**src/rtl/r_type_seq_cu_if.sv**
```systemverilog
// Handshake and control bus between the R-type sequencer and its datapath.
// master: instruction source / datapath side; slave: the sequencer.
interface r_type_seq_cu_if;
    logic        instr_valid;
    logic [31:0] instr;
    logic        instr_ready;
    logic        ir_load;
    logic        acc_load;
    logic        shift_step;
    logic [3:0]  alu_control;
    logic        RegWrite;
    logic        ALUtoReg;
    logic        pc_inc;
    logic        illegal;
    logic        busy;

    modport master (
        output instr_valid, instr,
        input  instr_ready, ir_load, acc_load, shift_step, alu_control,
               RegWrite, ALUtoReg, pc_inc, illegal, busy
    );

    modport slave (
        input  instr_valid, instr,
        output instr_ready, ir_load, acc_load, shift_step, alu_control,
               RegWrite, ALUtoReg, pc_inc, illegal, busy
    );
endinterface

```
**src/rtl/r_type_seq_cu.sv**
```systemverilog
// Multi-cycle R-type sequencer: FETCH -> DECODE -> EXEC -> [SHIFT] -> WB.
// Shifts are done one bit per cycle via shift_step pulses.
// Optional macro RSEQ_RETIRE_CNT_EN adds retired/illegal instruction counters.
module r_type_seq_cu #(
    parameter int unsigned SHAMT_W = 5,
    parameter int unsigned CNT_W   = 32
) (
    input  logic             clk,
    input  logic             reset,
    r_type_seq_cu_if.slave   bus
`ifdef RSEQ_RETIRE_CNT_EN
    ,
    output logic [CNT_W-1:0] retired_cnt,
    output logic [CNT_W-1:0] illegal_cnt
`endif
);

    typedef enum logic [2:0] {
        S_FETCH,
        S_DECODE,
        S_EXEC,
        S_SHIFT,
        S_WB
    } state_t;

    localparam logic [3:0] ALU_AND = 4'b0000;
    localparam logic [3:0] ALU_OR  = 4'b0001;
    localparam logic [3:0] ALU_ADD = 4'b0010;
    localparam logic [3:0] ALU_SLL = 4'b0011;
    localparam logic [3:0] ALU_SRL = 4'b0100;
    localparam logic [3:0] ALU_SUB = 4'b0110;

    state_t             state_q, state_d;
    logic [5:0]         opcode_q, opcode_d;
    logic [5:0]         fn_q, fn_d;
    logic [SHAMT_W-1:0] shamt_q, shamt_d;
    logic [SHAMT_W-1:0] cnt_q, cnt_d;
    logic [3:0]         alu_q, alu_d;

    logic               legal;
    logic               is_shift;
    logic [3:0]         dec_op;

    logic               instr_ready, ir_load, acc_load, shift_step;
    logic               reg_write, alu_to_reg, pc_inc, illegal, busy;
    logic [3:0]         alu_control;

    // Register fields, rs/rt/rd are consumed by the datapath, not here.
    logic unused_instr_bits;
    assign unused_instr_bits = ^bus.instr[25:11];

    // Decode the latched opcode/fn_code into legality and ALU operation.
    always_comb begin
        legal    = 1'b0;
        is_shift = 1'b0;
        dec_op   = ALU_AND;
        if (opcode_q == 6'b000000) begin
            case (fn_q)
                6'b100000: begin legal = 1'b1; dec_op = ALU_ADD; end
                6'b100010: begin legal = 1'b1; dec_op = ALU_SUB; end
                6'b100100: begin legal = 1'b1; dec_op = ALU_AND; end
                6'b100101: begin legal = 1'b1; dec_op = ALU_OR;  end
                6'b000000: begin legal = 1'b1; dec_op = ALU_SLL; is_shift = 1'b1; end
                6'b000010: begin legal = 1'b1; dec_op = ALU_SRL; is_shift = 1'b1; end
                default:   begin legal = 1'b0; end
            endcase
        end
    end

    // Next-state and output logic; reset forces every output low in its cycle.
    always_comb begin
        state_d     = state_q;
        opcode_d    = opcode_q;
        fn_d        = fn_q;
        shamt_d     = shamt_q;
        cnt_d       = cnt_q;
        alu_d       = alu_q;
        instr_ready = 1'b0;
        ir_load     = 1'b0;
        acc_load    = 1'b0;
        shift_step  = 1'b0;
        reg_write   = 1'b0;
        alu_to_reg  = 1'b0;
        pc_inc      = 1'b0;
        illegal     = 1'b0;
        alu_control = alu_q;
        busy        = (state_q != S_FETCH);

        case (state_q)
            S_FETCH: begin
                instr_ready = 1'b1;
                if (bus.instr_valid) begin
                    ir_load  = 1'b1;
                    opcode_d = bus.instr[31:26];
                    fn_d     = bus.instr[5:0];
                    shamt_d  = bus.instr[6 +: SHAMT_W];
                    state_d  = S_DECODE;
                end
            end
            S_DECODE: begin
                if (legal) begin
                    state_d = S_EXEC;
                end else begin
                    illegal = 1'b1;
                    pc_inc  = 1'b1;
                    state_d = S_FETCH;
                end
            end
            S_EXEC: begin
                alu_control = dec_op;
                alu_d       = dec_op;
                if (is_shift) begin
                    acc_load = 1'b1;
                    cnt_d    = shamt_q;
                    // A zero shift skips SHIFT so the counter never wraps.
                    state_d  = (shamt_q == '0) ? S_WB : S_SHIFT;
                end else begin
                    state_d = S_WB;
                end
            end
            S_SHIFT: begin
                shift_step = 1'b1;
                cnt_d      = cnt_q - 1'b1;
                if (cnt_q == SHAMT_W'(1)) begin
                    state_d = S_WB;
                end
            end
            S_WB: begin
                reg_write  = 1'b1;
                alu_to_reg = 1'b1;
                pc_inc     = 1'b1;
                state_d    = S_FETCH;
            end
            default: begin
                state_d = S_FETCH;
            end
        endcase

        if (reset) begin
            instr_ready = 1'b0;
            ir_load     = 1'b0;
            acc_load    = 1'b0;
            shift_step  = 1'b0;
            reg_write   = 1'b0;
            alu_to_reg  = 1'b0;
            pc_inc      = 1'b0;
            illegal     = 1'b0;
            busy        = 1'b0;
            alu_control = '0;
        end
    end

    // State, latched instruction fields, shift counter and held ALU op.
    always_ff @(posedge clk) begin
        if (reset) begin
            state_q  <= S_FETCH;
            opcode_q <= '0;
            fn_q     <= '0;
            shamt_q  <= '0;
            cnt_q    <= '0;
            alu_q    <= '0;
        end else begin
            state_q  <= state_d;
            opcode_q <= opcode_d;
            fn_q     <= fn_d;
            shamt_q  <= shamt_d;
            cnt_q    <= cnt_d;
            alu_q    <= alu_d;
        end
    end

`ifdef RSEQ_RETIRE_CNT_EN
    logic [CNT_W-1:0] retired_q, illegal_cnt_q;

    // Retired-instruction and illegal-instruction counters, wrapping.
    always_ff @(posedge clk) begin
        if (reset) begin
            retired_q     <= '0;
            illegal_cnt_q <= '0;
        end else begin
            if (reg_write) retired_q     <= retired_q + 1'b1;
            if (illegal)   illegal_cnt_q <= illegal_cnt_q + 1'b1;
        end
    end

    assign retired_cnt = retired_q;
    assign illegal_cnt = illegal_cnt_q;
`else
    logic [CNT_W-1:0] unused_cnt_w;
    assign unused_cnt_w = '0;
`endif

    assign bus.instr_ready = instr_ready;
    assign bus.ir_load     = ir_load;
    assign bus.acc_load    = acc_load;
    assign bus.shift_step  = shift_step;
    assign bus.alu_control = alu_control;
    assign bus.RegWrite    = reg_write;
    assign bus.ALUtoReg    = alu_to_reg;
    assign bus.pc_inc      = pc_inc;
    assign bus.illegal     = illegal;
    assign bus.busy        = busy;

endmodule

```
**src/flat_wrapper.sv**
```systemverilog
// flat-port wrapper written by rule: the top's interface ports become plain ports
module r_type_seq_cu_flat 
#(
    parameter int unsigned SHAMT_W = 5,
    parameter int unsigned CNT_W   = 32
)
  (clk, reset, bus_instr_valid, bus_instr, bus_instr_ready, bus_ir_load, bus_acc_load, bus_shift_step, bus_alu_control, bus_RegWrite, bus_ALUtoReg, bus_pc_inc, bus_illegal, bus_busy);
  r_type_seq_cu_if bus_i ();
  input  logic clk;
  input  logic reset;
  input wire logic [$bits(bus_i.instr_valid)-1:0] bus_instr_valid;
  input wire logic [$bits(bus_i.instr)-1:0] bus_instr;
  output wire logic [$bits(bus_i.instr_ready)-1:0] bus_instr_ready;
  output wire logic [$bits(bus_i.ir_load)-1:0] bus_ir_load;
  output wire logic [$bits(bus_i.acc_load)-1:0] bus_acc_load;
  output wire logic [$bits(bus_i.shift_step)-1:0] bus_shift_step;
  output wire logic [$bits(bus_i.alu_control)-1:0] bus_alu_control;
  output wire logic [$bits(bus_i.RegWrite)-1:0] bus_RegWrite;
  output wire logic [$bits(bus_i.ALUtoReg)-1:0] bus_ALUtoReg;
  output wire logic [$bits(bus_i.pc_inc)-1:0] bus_pc_inc;
  output wire logic [$bits(bus_i.illegal)-1:0] bus_illegal;
  output wire logic [$bits(bus_i.busy)-1:0] bus_busy;
  assign bus_i.instr_valid = bus_instr_valid;
  assign bus_i.instr = bus_instr;
  assign bus_instr_ready = bus_i.instr_ready;
  assign bus_ir_load = bus_i.ir_load;
  assign bus_acc_load = bus_i.acc_load;
  assign bus_shift_step = bus_i.shift_step;
  assign bus_alu_control = bus_i.alu_control;
  assign bus_RegWrite = bus_i.RegWrite;
  assign bus_ALUtoReg = bus_i.ALUtoReg;
  assign bus_pc_inc = bus_i.pc_inc;
  assign bus_illegal = bus_i.illegal;
  assign bus_busy = bus_i.busy;
  r_type_seq_cu #(.SHAMT_W(SHAMT_W), .CNT_W(CNT_W)) u_core (.clk(clk), .reset(reset), .bus(bus_i));
endmodule
```
**config.mk**
```make
export PLATFORM = sky130hd
export DESIGN_NAME = r_type_seq_cu_flat
export DESIGN_NICKNAME = d
export VERILOG_FILES = /design/src/rtl/r_type_seq_cu_if.sv /design/src/rtl/r_type_seq_cu.sv /design/src/flat_wrapper.sv
export SDC_FILE = /design/constraint.sdc
export NUM_CORES = 1
export LEC_CHECK = 0
export BUFFER_PORTS_ARGS = -buffer_cell sky130_fd_sc_hd__buf_4
export CORE_AREA = 4 4 58 60
export CTS_CLUSTER_DIAMETER = 60
export DETAILED_ROUTE_END_ITERATION = 7
export DIE_AREA = 0 0 62 64
export PLACE_DENSITY_LB_ADDON = 0.3
export SLEW_MARGIN = 10
export SYNTH_ARGS = -nofsm -noshare
export SYNTH_HDL_FRONTEND = slang
export SYNTH_SLANG_ARGS = --single-unit
```
**constraint.sdc**
```tcl
create_clock -name clk -period 2.1 [get_ports clk]
set_input_delay 0.21 -clock clk [delete_from_list [all_inputs] [get_ports clk]]
set_output_delay 0.21 -clock clk [all_outputs]
set_load 0.005 [all_outputs]
```
==> results.md <==
* Reg area at 581 um2
* Hold Path Origin: bus_instr[10]
* Post-route clock period utilization at 104%
* Initial Utilization at 47.0%
* Leakage Power at 0.704 nW
* IO Pins at 48
* Total power at 1.34 mW
* Share of cells above drive strength 1 at 27.1%
* Min-delay worst type: input port to flop
* Routability cong. at 0.735
* Synth Instances at 178
* Largest net degree at the start of global routing at 37
* Die Height at 64 um
* Routed Antenna Nets at 0
* Clock sinks at 29
* RSZ-0062 raised after global routing: yes
* Synth cell types at 35
* Power density cells at 773 nW/um2
* DRC at 0
* CTS tree: done
* Post-synth top area cell: dfxtp_1
* Synth async-reset ratio at 0%
* Worst-path maximum fanout at 5
* CTS H-Tree Depth at 2
* Status: complete, but fails checks
* Post-Syn Area at 1380 um2
* Post-DP HPWL at 2230 um
* MaxCap Viol Count at 0
* Met2 Resource Use GR at 28.2%
* Clock buffer count from CTS at 5
* Post-synthesis register bit count at 29
* Pre-Repair DR Iteration Count at 5
* Die ar. at 3970 um2
* Worst setup SP type: flop
* Required @ worst endpoint at 1890 ps
* Worst Tran Pin Value at 584 ps
* Hold slack at 109 ps
* Die W at 62 um
* Reg clk slew, reported paths at 100 ps
* Remaining Overflow, GRT at 0
* Worst setup path class: flop to output pin
* Total track usage at 17.6%
* Final core utilization at 59.4%
* Core area at 2930 um2
* Critical Path Source: u_core.fn_q[3]$_SDFFE_PP0P_
* Ys flop type: dfxtp_1
* Area of the multi-input gates at 734 um2
* Layout Nets at 246
* Buffer and inverter count on the worst path at 1
* Synth top area share at 42.2%
* Flop pwr share at 45.1%
* Net Count, Synth at 215
* Register area share after synthesis at 42.2%
* Max Root-Sink Buffers at 2
* Crit path max-delay family: simple AND/OR/NAND/NOR gates
* Crit path arrival time at 1980 ps
* Layout area overhead at 26.4%
* Routed via count at 1,326
* Worst path most repeated cell: or4_4
* Port Buffers at 32
* Syn_area_per_cell at 7.73 um2
* Count leader, synth: nand2_1
* NetSw at 0.359 mW
* Antenna cells at 0
* Failing checks: setup timing
* Final Max Tran Viols at 0
* Global-route wire length before repair at 5190 um
* Fill count at 276
* Met3 GRT Util at 4.24%
* Internal power at 0.985 mW
* Vias in the first global route at 1,199
* # hold bufs at CTS at 0
* Worst R2R Start: u_core.fn_q[3]$_SDFFE_PP0P_
* Routed wire length at 3150 um
* CTS root buffer: clkbuf_4
* Clk pwr share at 36.0%
* CP max stage delay at 590 ps
* Rel. slew slack at 61.0%
* Initial drt markers at 73
* Synth cell count leaders: nand2_1, dfxtp_1, a21oi_1
* Synth warnings at 0
* Worst path cell trace: or4_4 -> or4_4 -> nor2_2 -> buf_4
* Per-cell routed wire length at 13.0 um
* Initial antenna violation count at 0
* Final setup violation count at 3
* Worst setup EP type: output pin
* FMAX at 0.456 GHz
* Met1 GRT Util at 20.9%
* Clk_skew at 16.0 ps
* Setup_tns at -121 ps
* Routed vias/inst at 5.46
* Combinational share of power at 18.9%
* Final min period at 2190 ps
* Peak supply drop at 0.572 mV
* Switch share at 26.7%
* Crit path max-delay cell type: or4_4
* Area contributors post-synth: dfxtp_1, nand2_1, a21oi_1
* Final worst slack at -93.1 ps
* Hold Vio Cnt, Final at 0
* Row cnt at 20
* Clk_lat worst skew at 340 ps
* EDFF count, synth at 0
* Busiest grt layer: met2
## kinds of logic (layout without fill, tap and decap cells)
logic type,Yosys count,in the layout,synth area share (%)
fa+ha+maj,2,2,1.82
simple gates,88,88,31.8
buf+inv,17,49,6.55
flops,29,29,42.2
compound gates,41,41,16.9
mux,1,1,0.728
## worst paths after layout
kind,cells after the start,slack [ps],end
worst max register to register,5,180,u_core.cnt_q[3]$_SDFFE_PP0P_
worst min-delay path,3,110,u_core.shamt_q[4]$_SDFFE_PP0P_
worst max-delay path,4,-90,bus_acc_load
worst min register to register,2,470,u_core.opcode_q[3]$_SDFFE_PP0P_
## state kept, by name (all words and copies together), names as in the netlist
| register | count |
|---|---|
| u_core.fn_q | 6 |
| u_core.opcode_q | 6 |
| u_core.alu_q | 4 |
| u_core.shamt_q | 5 |
| u_core.state_q | 3 |
| u_core.cnt_q | 5 |
## repair_timing
| action | 4_1_cts | 5_1_grt |
|---|---|---|
| pin swaps | 2 | 6 |
| setup endpoints to repair | 5 | 6 |
| setup buffers | 1 | 1 |
| resized for setup | 3 | 4 |
## cells in the final DEF (no fill, tap or decap), drive strengths merged, types with 2 or more instances in the layout
cell type,Yosys,final
nand2,42,42
buf,4,38
dfxtp,29,29
a21oi,28,28
nor2,11,11
clkbuf,10,7
nand3,6,6
nor3,6,6
a31oi,4,4
inv,3,3
or4,3,3
nand3b,3,3
or3b,3,3
nor4,3,3
nor3b,2,2
or2,2,2
a22oi,2,2
and2,2,2
ha,2,2
a211oi,2,2
## layout make-up
cell class | count | share of cell area (%)
repair buffers | 38 | 16.4
multi-input cells | 132 | 42.3
flip-flops and latches | 29 | 33.4
well taps | 33 | 2.38
clock buffers | 7 | 3.17
clock inverters | 1 | 1.73
inverters | 3 | 0.648
## worst reg2reg max path: stages (launching register included)
cell	delay, ps
dfxtp_1	320
or4_4	590
or4_4	550
buf_4	170
nand3_1	90
a31oi_1	90
## power by group through the flow
| stage | sequential, mW | clock [mW] | combinational (mW) |
|---|---|---|---|
| after floorplan | 0.613 | 0 | 0.154 |
| after global placement | 0.616 | 0 | 0.220 |
| after detailed placement | 0.618 | 0 | 0.227 |
| after CTS | 0.606 | 0.495 | 0.239 |
| after global routing | 0.611 | 0.515 | 0.285 |
| final | 0.607 | 0.483 | 0.254 |
## per-stage QoR
stage,setup slack [ps],area [um2],cells
2_1_floorplan,234,1380,178
3_3_place_gp,159,1610,233
3_5_place_dp,119,1610,233
4_1_cts,-117,1710,242
5_1_grt,-155,1740,243
6_report,-93.1,1740,243
## routing by layer
metal / wire [um] / vias up / share of wire [%]
met1: 1380 / 605 / 44
met4: 66 / 0 / 2.1
met2: 1580 / 28 / 50
met3: 129 / 7 / 4.1
li1: - / 686 / -
met5: 0 / - / 0
Note: power is estimated with default switching activity, not from simulation.
